### src/rtl/mc_ctrl_pkg.sv
// Shared definitions for the multi-cycle controller: state encodings,
// opcodes, datapath control codes and the funct3 -> ALU helper.
package mc_ctrl_pkg;

   // FSM state encodings; the values are visible on the state port.
   typedef enum logic [2:0] {
      S_FETCH  = 3'd0,
      S_DECODE = 3'd1,
      S_EXEC   = 3'd2,
      S_MEM    = 3'd3,
      S_WB     = 3'd4,
      S_HALT   = 3'd7
   } state_t;

   // Supported opcodes.
   localparam logic [6:0] OP_R   = 7'b0110011;
   localparam logic [6:0] OP_I   = 7'b0010011;
   localparam logic [6:0] OP_LW  = 7'b0000011;
   localparam logic [6:0] OP_SW  = 7'b0100011;
   localparam logic [6:0] OP_BEQ = 7'b1100011;
   localparam logic [6:0] OP_JAL = 7'b1101111;

   localparam logic [6:0] F7_ZERO = 7'b0000000;
   localparam logic [6:0] F7_SUB  = 7'b0100000;

   typedef enum logic [2:0] {
      ALU_AND = 3'b000,
      ALU_OR  = 3'b001,
      ALU_ADD = 3'b010,
      ALU_XOR = 3'b011,
      ALU_SRL = 3'b101,
      ALU_SUB = 3'b110,
      ALU_SLT = 3'b111
   } alu_ctrl_t;

   typedef enum logic [1:0] {
      IMM_I = 2'b00,
      IMM_S = 2'b01,
      IMM_B = 2'b10,
      IMM_J = 2'b11
   } imm_sel_t;

   typedef enum logic [1:0] {
      WB_ALU = 2'b00,
      WB_MEM = 2'b01,
      WB_PC4 = 2'b10
   } mem_to_reg_t;

   typedef enum logic [2:0] {
      CLS_R, CLS_I, CLS_LW, CLS_SW, CLS_BEQ, CLS_JAL, CLS_ILL
   } inst_class_t;

   // Every control output the FSM drives, bundled so reset can zero them at once.
   typedef struct packed {
      logic        mem_req;
      logic        mem_we;
      logic        mem_sel_data;
      logic        ir_we;
      logic        pc_we;
      logic        alu_src_b;
      logic        jump;
      logic        branch;
      logic        reg_write;
      mem_to_reg_t mem_to_reg;
      alu_ctrl_t   alu_ctrl;
      imm_sel_t    imm_sel;
   } ctrl_t;

   // funct3 values shared by the R and I-ALU groups that we implement.
   function automatic logic f3_alu_ok(input logic [2:0] f3);
      return f3 inside {3'b000, 3'b010, 3'b100, 3'b101, 3'b110, 3'b111};
   endfunction

   function automatic alu_ctrl_t f3_to_alu(input logic [2:0] f3);
      case (f3)
         3'b000:  return ALU_ADD;
         3'b010:  return ALU_SLT;
         3'b100:  return ALU_XOR;
         3'b101:  return ALU_SRL;
         3'b110:  return ALU_OR;
         default: return ALU_AND;
      endcase
   endfunction

endpackage

### src/rtl/mc_ctrl_decode.sv
// Combinational instruction decode: classifies the instruction word and
// produces its ALU operation and immediate format.
module mc_ctrl_decode
   import mc_ctrl_pkg::*;
(
   input  logic [31:0] inst,
   output inst_class_t inst_class,
   output alu_ctrl_t   alu_ctrl,
   output imm_sel_t    imm_sel,
   output logic        illegal
);

   logic [6:0] opcode;
   logic [2:0] funct3;
   logic [6:0] funct7;

   assign opcode = inst[6:0];
   assign funct3 = inst[14:12];
   assign funct7 = inst[31:25];

   // Register and immediate fields are the datapath's business, not ours.
   logic unused_fields;
   assign unused_fields = ^{inst[24:15], inst[11:7]};

   // Class, ALU operation and immediate format from opcode/funct fields.
   always_comb begin
      // NOTE: every output gets a default first so no path can infer a latch.
      inst_class = CLS_ILL;
      alu_ctrl   = ALU_AND;
      imm_sel    = IMM_I;
      case (opcode)
         OP_R: begin
            if (funct7 == F7_ZERO && f3_alu_ok(funct3)) begin
               inst_class = CLS_R;
               alu_ctrl   = f3_to_alu(funct3);
            end else if (funct7 == F7_SUB && funct3 == 3'b000) begin
               inst_class = CLS_R;
               alu_ctrl   = ALU_SUB;
            end
         end
         OP_I: begin
            // Shift-right is only legal as the logical form (funct7 clear).
            if (f3_alu_ok(funct3) && (funct3 != 3'b101 || funct7 == F7_ZERO)) begin
               inst_class = CLS_I;
               alu_ctrl   = f3_to_alu(funct3);
            end
         end
         OP_LW: begin
            inst_class = CLS_LW;
            alu_ctrl   = ALU_ADD;
         end
         OP_SW: begin
            inst_class = CLS_SW;
            alu_ctrl   = ALU_ADD;
            imm_sel    = IMM_S;
         end
         OP_BEQ: begin
            inst_class = CLS_BEQ;
            alu_ctrl   = ALU_SUB;
            imm_sel    = IMM_B;
         end
         OP_JAL: begin
            inst_class = CLS_JAL;
            imm_sel    = IMM_J;
         end
         default: ;
      endcase
   end

   assign illegal = (inst_class == CLS_ILL);

endmodule

### src/rtl/mc_ctrl.sv
// Multi-cycle RV32 subset controller: FSM, memory-wait timeout and sticky
// error/halt flags. Define MC_CTRL_ILLEGAL_TRAP_EN to halt on illegal
// instructions; otherwise they retire as NOPs.
module mc_ctrl
   import mc_ctrl_pkg::*;
#(
   parameter int unsigned WAIT_LIMIT = 16
)(
   input  logic        clk,
   input  logic        rst,
   input  logic [31:0] inst,
   input  logic        mem_ack,
   output logic        mem_req,
   output logic        mem_we,
   output logic        mem_sel_data,
   output logic        ir_we,
   output logic        pc_we,
   output logic        ALUSrc_B,
   output logic        Jump,
   output logic        Branch,
   output logic        RegWrite,
   output logic [1:0]  MemtoReg,
   output logic [2:0]  ALU_Control,
   output logic [1:0]  ImmSel,
   output logic [2:0]  state,
   output logic        bus_err,
   output logic        halted
);

   localparam int CW = (WAIT_LIMIT > 2) ? $clog2(WAIT_LIMIT) : 1;
   // Counter value seen during the last cycle we are willing to wait.
   localparam logic [CW-1:0] LAST = CW'((WAIT_LIMIT == 0) ? 0 : WAIT_LIMIT - 1);

   state_t        state_q, state_d;
   logic [CW-1:0] wait_q, wait_d;
   logic          bus_err_q, bus_err_d;
   logic          halted_q, halted_d;
   ctrl_t         ctrl, ctrl_out;
   logic          timeout;
   logic          exec_src_b;

   inst_class_t   dec_class;
   alu_ctrl_t     dec_alu;
   imm_sel_t      dec_imm;
   logic          dec_illegal;

   mc_ctrl_decode u_decode (
      .inst       (inst),
      .inst_class (dec_class),
      .alu_ctrl   (dec_alu),
      .imm_sel    (dec_imm),
      .illegal    (dec_illegal)
   );

   // Second ALU operand is the immediate for I-ALU, loads and stores.
   assign exec_src_b = (dec_class == CLS_I) || (dec_class == CLS_LW) || (dec_class == CLS_SW);

   // An un-acked cycle at the limit ends the wait; an ack in that cycle still wins.
   assign timeout = (WAIT_LIMIT != 0) && !mem_ack && (wait_q == LAST);

   // Next-state and control outputs for the current state.
   always_comb begin
      ctrl      = '0;
      state_d   = state_q;
      bus_err_d = bus_err_q;
      halted_d  = halted_q;
      case (state_q)
         S_FETCH: begin
            ctrl.mem_req = 1'b1;
            if (mem_ack) begin
               ctrl.ir_we = 1'b1;
               state_d    = S_DECODE;
            end else if (timeout) begin
               bus_err_d = 1'b1;
               halted_d  = 1'b1;
               state_d   = S_HALT;
            end
         end
         S_DECODE: begin
            if (dec_illegal) begin
`ifdef MC_CTRL_ILLEGAL_TRAP_EN
               halted_d = 1'b1;
               state_d  = S_HALT;
`else
               ctrl.pc_we = 1'b1;
               state_d    = S_FETCH;
`endif
            end else begin
               state_d = S_EXEC;
            end
         end
         S_EXEC: begin
            ctrl.alu_ctrl  = dec_alu;
            ctrl.imm_sel   = dec_imm;
            ctrl.alu_src_b = exec_src_b;
            case (dec_class)
               CLS_R, CLS_I:   state_d = S_WB;
               CLS_LW, CLS_SW: state_d = S_MEM;
               CLS_BEQ: begin
                  ctrl.branch = 1'b1;
                  ctrl.pc_we  = 1'b1;
                  state_d     = S_FETCH;
               end
               CLS_JAL: begin
                  ctrl.jump       = 1'b1;
                  ctrl.reg_write  = 1'b1;
                  ctrl.mem_to_reg = WB_PC4;
                  ctrl.pc_we      = 1'b1;
                  state_d         = S_FETCH;
               end
               // inst is held stable, so an illegal word never gets here.
               default: state_d = S_FETCH;
            endcase
         end
         S_MEM: begin
            ctrl.alu_ctrl     = dec_alu;
            ctrl.imm_sel      = dec_imm;
            ctrl.alu_src_b    = exec_src_b;
            ctrl.mem_req      = 1'b1;
            ctrl.mem_sel_data = 1'b1;
            ctrl.mem_we       = (dec_class == CLS_SW);
            if (mem_ack) begin
               ctrl.pc_we = 1'b1;
               if (dec_class == CLS_LW) begin
                  ctrl.reg_write  = 1'b1;
                  ctrl.mem_to_reg = WB_MEM;
               end
               state_d = S_FETCH;
            end else if (timeout) begin
               bus_err_d = 1'b1;
               halted_d  = 1'b1;
               state_d   = S_HALT;
            end
         end
         S_WB: begin
            ctrl.alu_ctrl  = dec_alu;
            ctrl.imm_sel   = dec_imm;
            ctrl.alu_src_b = exec_src_b;
            ctrl.reg_write = 1'b1;
            ctrl.pc_we     = 1'b1;
            state_d        = S_FETCH;
         end
         S_HALT: ;
         default: state_d = S_FETCH;
      endcase
   end

   // Wait counter: zero on entry to a waiting state, counts while we stay there.
   always_comb begin
      wait_d = '0;
      if (state_d == state_q && (state_q == S_FETCH || state_q == S_MEM)) begin
         wait_d = (wait_q == '1) ? wait_q : wait_q + CW'(1);
      end
   end

   // State, wait counter and sticky flags.
   always_ff @(posedge clk) begin
      // NOTE: sequential state uses non-blocking assignments so every register
      // samples pre-edge values regardless of statement order.
      if (rst) begin
         state_q   <= S_FETCH;
         wait_q    <= '0;
         bus_err_q <= 1'b0;
         halted_q  <= 1'b0;
      end else begin
         state_q   <= state_d;
         wait_q    <= wait_d;
         bus_err_q <= bus_err_d;
         halted_q  <= halted_d;
      end
   end

   // NOTE: reset gates the outputs combinationally so a coincident mem_ack can
   // never leak a pc_we/RegWrite while rst is high.
   assign ctrl_out = rst ? '0 : ctrl;

   assign mem_req      = ctrl_out.mem_req;
   assign mem_we       = ctrl_out.mem_we;
   assign mem_sel_data = ctrl_out.mem_sel_data;
   assign ir_we        = ctrl_out.ir_we;
   assign pc_we        = ctrl_out.pc_we;
   assign ALUSrc_B     = ctrl_out.alu_src_b;
   assign Jump         = ctrl_out.jump;
   assign Branch       = ctrl_out.branch;
   assign RegWrite     = ctrl_out.reg_write;
   assign MemtoReg     = ctrl_out.mem_to_reg;
   assign ALU_Control  = ctrl_out.alu_ctrl;
   assign ImmSel       = ctrl_out.imm_sel;
   assign state        = rst ? 3'd0 : 3'(state_q);
   assign bus_err      = rst ? 1'b0 : bus_err_q;
   assign halted       = rst ? 1'b0 : halted_q;

endmodule

### config.mk
export PLATFORM = sky130hd
export DESIGN_NAME = mc_ctrl
export DESIGN_NICKNAME = d
export VERILOG_FILES = /design/src/rtl/mc_ctrl_pkg.sv /design/src/rtl/mc_ctrl_decode.sv /design/src/rtl/mc_ctrl.sv
export SDC_FILE = /design/constraint.sdc
export NUM_CORES = 1
export LEC_CHECK = 0
export CORE_MARGIN = 2
export CORE_UTILIZATION = 35
export CTS_CLUSTER_DIAMETER = 200
export DETAILED_ROUTE_END_ITERATION = 8
export PLACE_DENSITY = 0.77
export SLEW_MARGIN = 40
export SYNTH_ARGS = -nofsm -noshare
export SYNTH_HDL_FRONTEND = slang
export SYNTH_HIERARCHICAL = 1
export SYNTH_SLANG_ARGS = --single-unit
### constraint.sdc
create_clock -name clk -period 3.18 [get_ports clk]
set_input_delay 0.636 -clock clk [delete_from_list [all_inputs] [get_ports clk]]
set_output_delay 0.636 -clock clk [all_outputs]
set_load 0.005 [all_outputs]
==> impl_metrics.csv, run 1 <==
group,metric,value,unit
global_route,grt_use_total,25.0,%
drt,drt-total-wl,4040,um
min_path,hp-start,"wait_q[1]$_SDFFE_PP0P_",
floorplanning,die-area,3270,sq um
run,cap_viol_max_count,0,
cells_and_area,diodes,0,
worst_setup_path,setup.worst_path.end_class,"primary output",
pwr,ir_worst_vdd,0.268,mV
run_status,status,"finished with violations",
sta,rsz0062_at_grt,"true",
sta,hold_viol,0,
worst_setup_path,critPathRequiredTime,2.54,ns
worst_setup_path,crit_arrival,2.75,ns
logic_synthesis,ys_types,56,
cells_and_area,final_nets,264,
global_route,grt_first_pass_wirelength,6530,um
drt,vias,1476,
global_route,grt_max_degree,15,
worst_setup_path,timing.rr.start,"wait_q[0]$_SDFFE_PP0P_",
cts,clockBufferDepth,2,
logic_synthesis,synthMuxAreaShare,2.02,%
cts,numCtsBuffers,3,
cts,worstSkewPairLatency,0.25,ns
worst_setup_path,ff2ff_setup_slack,1.44,ns
logic_synthesis,ys_seq_area_share,16.2,%
worst_setup_path,crit_fanout,3,
placed_design,hpwl,2650,um
logic_synthesis,ys_warn_count,6,
placed_design,gp_congestion,0.911,
cts,cts_sinks,8,
logic_synthesis,synth.avg_cell_area,7.12,sq um
logic_synthesis,synth-edff-count,0,
placed_design,place_ws,-0.915,ns
floorplanning,core-area,2710,sq um
logic_synthesis,synth_xor_area_share,0.885,%
sta,timing.fmax,295,MHz
cts,cts_root_buf,"clkbuf_4",
pwr,p_leak,0.809,nW
sta,slew_violations,0,
drt,first_iter_violations,52,
global_route,grt_pass1_vias,1528,
floorplanning,die_h,57.2,um
logic_synthesis,synthTopCellsByArea,"dfxtp_1, nor3_1, nand2_1",
sta,relSlewSlack,68.1,%
sta,worst_slew_pin_slew,0.478,ns
worst_setup_path,worstReg2RegEnd,"state_q[1]$_SDFF_PP0_",
sta,setup_viol,6,
logic_synthesis,yosys_register_bits,8,
logic_synthesis,async_flop_share,0,%
cells_and_area,layout-drive-gt1-share,44.7,%
logic_synthesis,netlist_area,990,sq um
logic_synthesis,syn_nets,175,
placed_design,portBuffers,40,
sta,fin_crit_sh,107,%
min_path,worstHoldEndpoint,"wait_q[1]$_SDFFE_PP0P_",
logic_synthesis,synth_top_family_by_area,"simple AND/OR/NAND/NOR gates",
logic_synthesis,yosysTopAreaCellShare,16.2,%
pwr,power.density,157,nW/um^2
cts,hold_buffers,0,
logic_synthesis,netlist_instances,139,
cells_and_area,stdcell_count,257,
worst_setup_path,cp-start-kind,"input port",
sta,fin_ws,-0.211,ns
cts,cts.clk_slew.worst_paths,0.05,ns
logic_synthesis,synth-compound-area-share,28.1,%
global_route,grt_overflow_total,0,
logic_synthesis,yosys.area_share.simple,46.9,%
cells_and_area,area_growth,89.1,%
worst_setup_path,ff2ff_path_depth,5,
logic_synthesis,synth_adder_area_share,1.26,%
cts,cts_tree,"yes",
floorplanning,io_pins,56,
min_path,min_path_type,"flop to flop",
sta,fin_crit,3.39,ns
floorplanning,die_w,57.2,um
cts,htree_levels,1,
placed_design,placed_cells,239,
drt,drcViolationCount,0,
min_path,hold_path_depth,2,
logic_synthesis,synth_ff_type,"dfxtp_1",
drt,vias_per_cell,5.74,
floorplanning,rows,19,
sta,clock_skew,0.00440,ns
drt,wl_per_cell,15.7,um
drt,first_pass_iters,4,
global_route,antenna_found_initial,0,
logic_synthesis,synthTopCellsByCount,"nand2_1, nor2_1, nor3_1",
run_status,violations,"setup timing",
floorplanning,start_util,36.5,%
logic_synthesis,yosys.area.top_type,"dfxtp_1",
drt,ant_nets,0,
worst_setup_path,critical_path_class,"input port to primary output",
-- area by class of cell --
type                    instances  area (sq um)
multi-input cells             122           915
fillers                       212           838
repair buffers                 89           721
flip-flops and latches          8           160
well taps                      31          38.8
clock buffers                   3          22.5
inverters                       4          15.0
-- state kept, by name, indices dropped and copies added, names as in the netlist --
register,cells
halted_q,1
wait_q,4
state_q,3
-- power by group --
group	total, mW	internal, mW	switching, mW
combinational	0.110	0.0574	0.0526
sequential	0.108	0.103	0.00495
clock	0.0765	0.0431	0.0334
total	0.294	0.203	0.0910
-- cells by family (layout without fill, tap and decap cells) --
group | Yosys count | count (layout)
buffers and inverters | 9 | 96
xor gates and xnor gates | 1 | 1
AOI/OAI and AO/OA | 40 | 40
and+or+nand+nor | 78 | 78
DFF | 8 | 8
adders and majority gates | 1 | 1
muxes | 2 | 2
-- worst max-delay path, cell delays in order --
cell	delay, ns
buf_6	0.09
or4_4	0.53
nor3_4	0.17
a211o_2	0.20
o21ai_2	0.07
or4b_4	0.49
or2_0	0.22
a21boi_1	0.20
buf_2	0.15
-- worst max path at each step --
stage,cells after the start,from,end
2_1_floorplan,7,inst[26],RegWrite
3_3_place_gp,10,inst[0],RegWrite
3_5_place_dp,9,inst[26],RegWrite
4_1_cts,9,inst[27],RegWrite
5_1_grt,9,inst[27],RegWrite
6_report,9,inst[27],RegWrite
-- cell usage in the layout (no fill, tap or decap), drive strengths merged, types with 3 or more instances in the layout --
| master | synthesis | final |
|---|---|---|
| clkbuf | 1 | 6 |
| dfxtp | 8 | 8 |
| buf | 4 | 61 |
| nor3 | 12 | 12 |
| a31oi | 3 | 3 |
| and2 | 7 | 7 |
| nand2 | 14 | 14 |
| o21ai | 10 | 10 |
| nor2b | 5 | 5 |
| and3 | 4 | 4 |
| dlygate4sd2 | 0 | 8 |
| clkdlybuf4s50 | 0 | 14 |
| nor2 | 14 | 14 |
| inv | 4 | 4 |
| nand3b | 3 | 3 |
| a21o | 4 | 4 |
| nand2b | 3 | 3 |
| a21oi | 9 | 9 |
| clkdlybuf4s15 | 0 | 3 |
-- what timing repair did --
item / CTS / global route
endpoints found under the hold margin: 0 / 0
endpoints found under the setup margin: 11 / 10
setup buffers: 16 / 5
resized for setup: 93 / 13
pin swaps: 24 / 17
-- routing by layer --
metal  track usage [%]  share of wire, %  vias to the layer above
met1              29.2                40                      699
met3              6.12               6.5                       10
met2              44.8                51                       69
met4              7.97               2.7                        0
li1                  -                 -                      698
met5                 0                 0                        -
-- metrics by stage --
stage,setup TNS [ns],hold WS (ns),power (mW),util (%),cell area (sq um)
2_1_floorplan,0,0.512,0.143,-,990
3_5_place_dp,-8.12,0.548,0.208,61.0,1650
5_1_grt,-1.39,0.608,0.310,69.1,1870
6_report,-0.801,0.559,0.294,69.1,1870
3_3_place_gp,-7.58,0.534,0.205,61.0,1650
4_1_cts,-0.738,0.555,0.292,68.2,1850
Note: power is estimated with default switching activity, not from simulation.
==> inputs of run 2 (changes only) <==
CTS_CLUSTER_DIAMETER = unset   (was 200)
SETUP_SLACK_MARGIN = 0.5   (was unset)
==> run 2 against run 1 <==
Effect of this change: the flow still finishes with violations (setup timing); via count grew 5.6%; clock-buffer cell count is the same; die area is the same; total power grew 4.3%; sequential cell count is the same; combinational power grew 10%; maximum frequency shrank 2.4%; largest power group unchanged; cell count grew 2.7%; sequential power is essentially flat; setup slack lost 0.084 ns; utilization grew 4.8 points.
==> impl_metrics.csv, run 2 (synthesized netlist as in run 1, its figures left out) <==
group,metric,value,unit
sta,setup_viol,9,
cells_and_area,final_common_cell,"buf_4",
drt,first_iter_violations,60,
floorplanning,die-area,3270,sq um
worst_setup_path,cp-start-kind,"input port",
cells_and_area,diodes,0,
cells_and_area,multi_input_area,960,sq um
drt,drcViolationCount,0,
cells_and_area,area_growth,102,%
worst_setup_path,worstReg2RegEnd,"state_q[1]$_SDFF_PP0_",
cts,clockBufferDepth,2,
cts,cts.clk_slew.worst_paths,0.05,ns
global_route,grt_first_pass_wirelength,6160,um
floorplanning,die_w,57.2,um
drt,vias_per_cell,5.91,
worst_setup_path,crit_fanout,2,
sta,worst_slew_pin_slew,0.496,ns
cells_and_area,final_nets,271,
sta,hold_viol,0,
placed_design,hpwl,2570,um
sta,timing.fmax,288,MHz
worst_setup_path,critical_path_class,"input port to primary output",
worst_setup_path,ff2ff_setup_slack,1.46,ns
cts,numCtsBuffers,3,
worst_setup_path,ff2ff_path_depth,4,
drt,drt-total-wl,4520,um
min_path,hold_path_depth,2,
cells_and_area,regArea,160,sq um
sta,relSlewSlack,66.9,%
global_route,grt_pass1_vias,1397,
run_status,violations,"setup timing",
drt,wl_per_cell,17.1,um
worst_setup_path,timing.rr.start,"state_q[0]$_SDFF_PP0_",
pwr,p_leak,0.893,nW
sta,slew_violations,0,
cts,cts_root_buf,"clkbuf_4",
drt,first_pass_iters,4,
global_route,grt_use_total,23.2,%
pwr,power.density,153,nW/um^2
cells_and_area,layout_common_cells,"buf_4, buf_2, buf_6",
placed_design,gp_congestion,0.905,
min_path,worstHoldEndpoint,"wait_q[1]$_SDFFE_PP0P_",
sta,rsz0062_at_grt,"true",
floorplanning,die_h,57.2,um
sta,fin_ws,-0.295,ns
cells_and_area,layout-drive-gt1-share,48.9,%
worst_setup_path,crit_arrival,2.84,ns
global_route,grt_overflow_total,0,
floorplanning,core-area,2710,sq um
run_status,status,"finished with violations",
global_route,antenna_found_initial,0,
cts,htree_levels,1,
min_path,hp-start,"wait_q[1]$_SDFFE_PP0P_",
cells_and_area,stdcell_count,264,
sta,clock_skew,0.00357,ns
cts,cts_sinks,8,
placed_design,place_ws,-0.857,ns
cells_and_area,regMostFlops,"wait_q",
cells_and_area,largest_reg_flops,4,
placed_design,placed_cells,242,
worst_setup_path,setup.worst_path.end_class,"primary output",
min_path,min_path_type,"flop to flop",
worst_setup_path,critPathRequiredTime,2.54,ns
global_route,grt_max_degree,15,
sta,fin_crit,3.47,ns
run,cap_viol_max_count,0,
cells_and_area,finalInstanceArea,2000,sq um
floorplanning,rows,19,
drt,ant_nets,0,
cts,worstSkewPairLatency,0.25,ns
drt,vias,1559,
placed_design,portBuffers,40,
cells_and_area,top_regs,"wait_q: 4 flops, state_q: 3 flops, halted_q: 1 flops",
floorplanning,start_util,36.5,%
floorplanning,io_pins,56,
sta,fin_crit_sh,109,%
cells_and_area,num-fill-cells,200,
placed_design,dpl-instance-area,1690,sq um
pwr,ir_worst_vdd,0.214,mV
cts,cts_tree,"yes",
## run 2: changes by cell type in the layout (fill, tap and decap cells not counted), moves of 2 or more
cell,delta
buf_6,+6
clkdlybuf4s50_1,-5
buf_2,+4
buf_12,+2
buf_4,-2
dlymetal6s2s_1,+2
## run 2: layer usage
layer  track usage, %  part of all wire (%)  vias up
li1                 -                     -      714
met5                0                     0        -
met4             6.64                   4.4        0
met1             26.7                    38      749
met3             4.76                   5.7       22
met2             42.9                    52       74
## run 2: power breakdown
group | total [mW] | switching (mW) | internal [mW]
clock network | 0.0785 | 0.0352 | 0.0432
logic | 0.121 | 0.0588 | 0.0622
registers | 0.108 | 0.00483 | 0.103
## run 2: through the flow
stage | utilization [%] | power [mW] | hold WS, ns | setup TNS, ns
detailed placement | 62.4 | 0.209 | 0.560 | -8.22
CTS | 67.1 | 0.292 | 0.562 | -0.707
global placement | 62.4 | 0.205 | 0.535 | -8.03
floorplan | - | 0.144 | 0.512 | 0
finish | 73.9 | 0.307 | 0.575 | -1.52
global route | 73.9 | 0.324 | 0.608 | -2.16
## run 2: how the worst max path moves through the flow
stage                        start  slack, ns  endpoint  cells after the start
after floorplan           inst[26]       0.06  RegWrite                      7
after global routing      inst[27]      -0.37  RegWrite                     13
after detailed placement  inst[26]      -0.86  RegWrite                     12
final                     inst[27]      -0.29  RegWrite                     13
after global placement    inst[26]      -0.87  RegWrite                     12
after CTS                 inst[27]      -0.21  RegWrite                     10
## run 2: repair_timing
item	CTS	global route
endpoints found under the setup margin	21	18
buffers inserted	9	10
pin swaps	20	17
resized for setup	93	36
hold buffers	0	0
## run 2: final cells by class
| cell class | instances | share of cell area, % |
|---|---|---|
| Inverter | 4 | 0.750 |
| Sequential cell | 8 | 8.00 |
| Timing Repair Buffer | 96 | 40.3 |
| Multi-Input combinational cell | 122 | 47.9 |
| Tap cell | 31 | 1.94 |
| Clock buffer | 3 | 1.12 |
## run 2: critical path: stages
cell and delay (ns):
buf_6 0.09, or4_4 0.53, nor3_4 0.15, buf_4 0.14
buf_6 0.09, nand2_4 0.04, a311o_1 0.29, or2b_1 0.25
buf_4 0.14, inv_1 0.04, or2_0 0.19, a21boi_1 0.12
buf_2 0.13
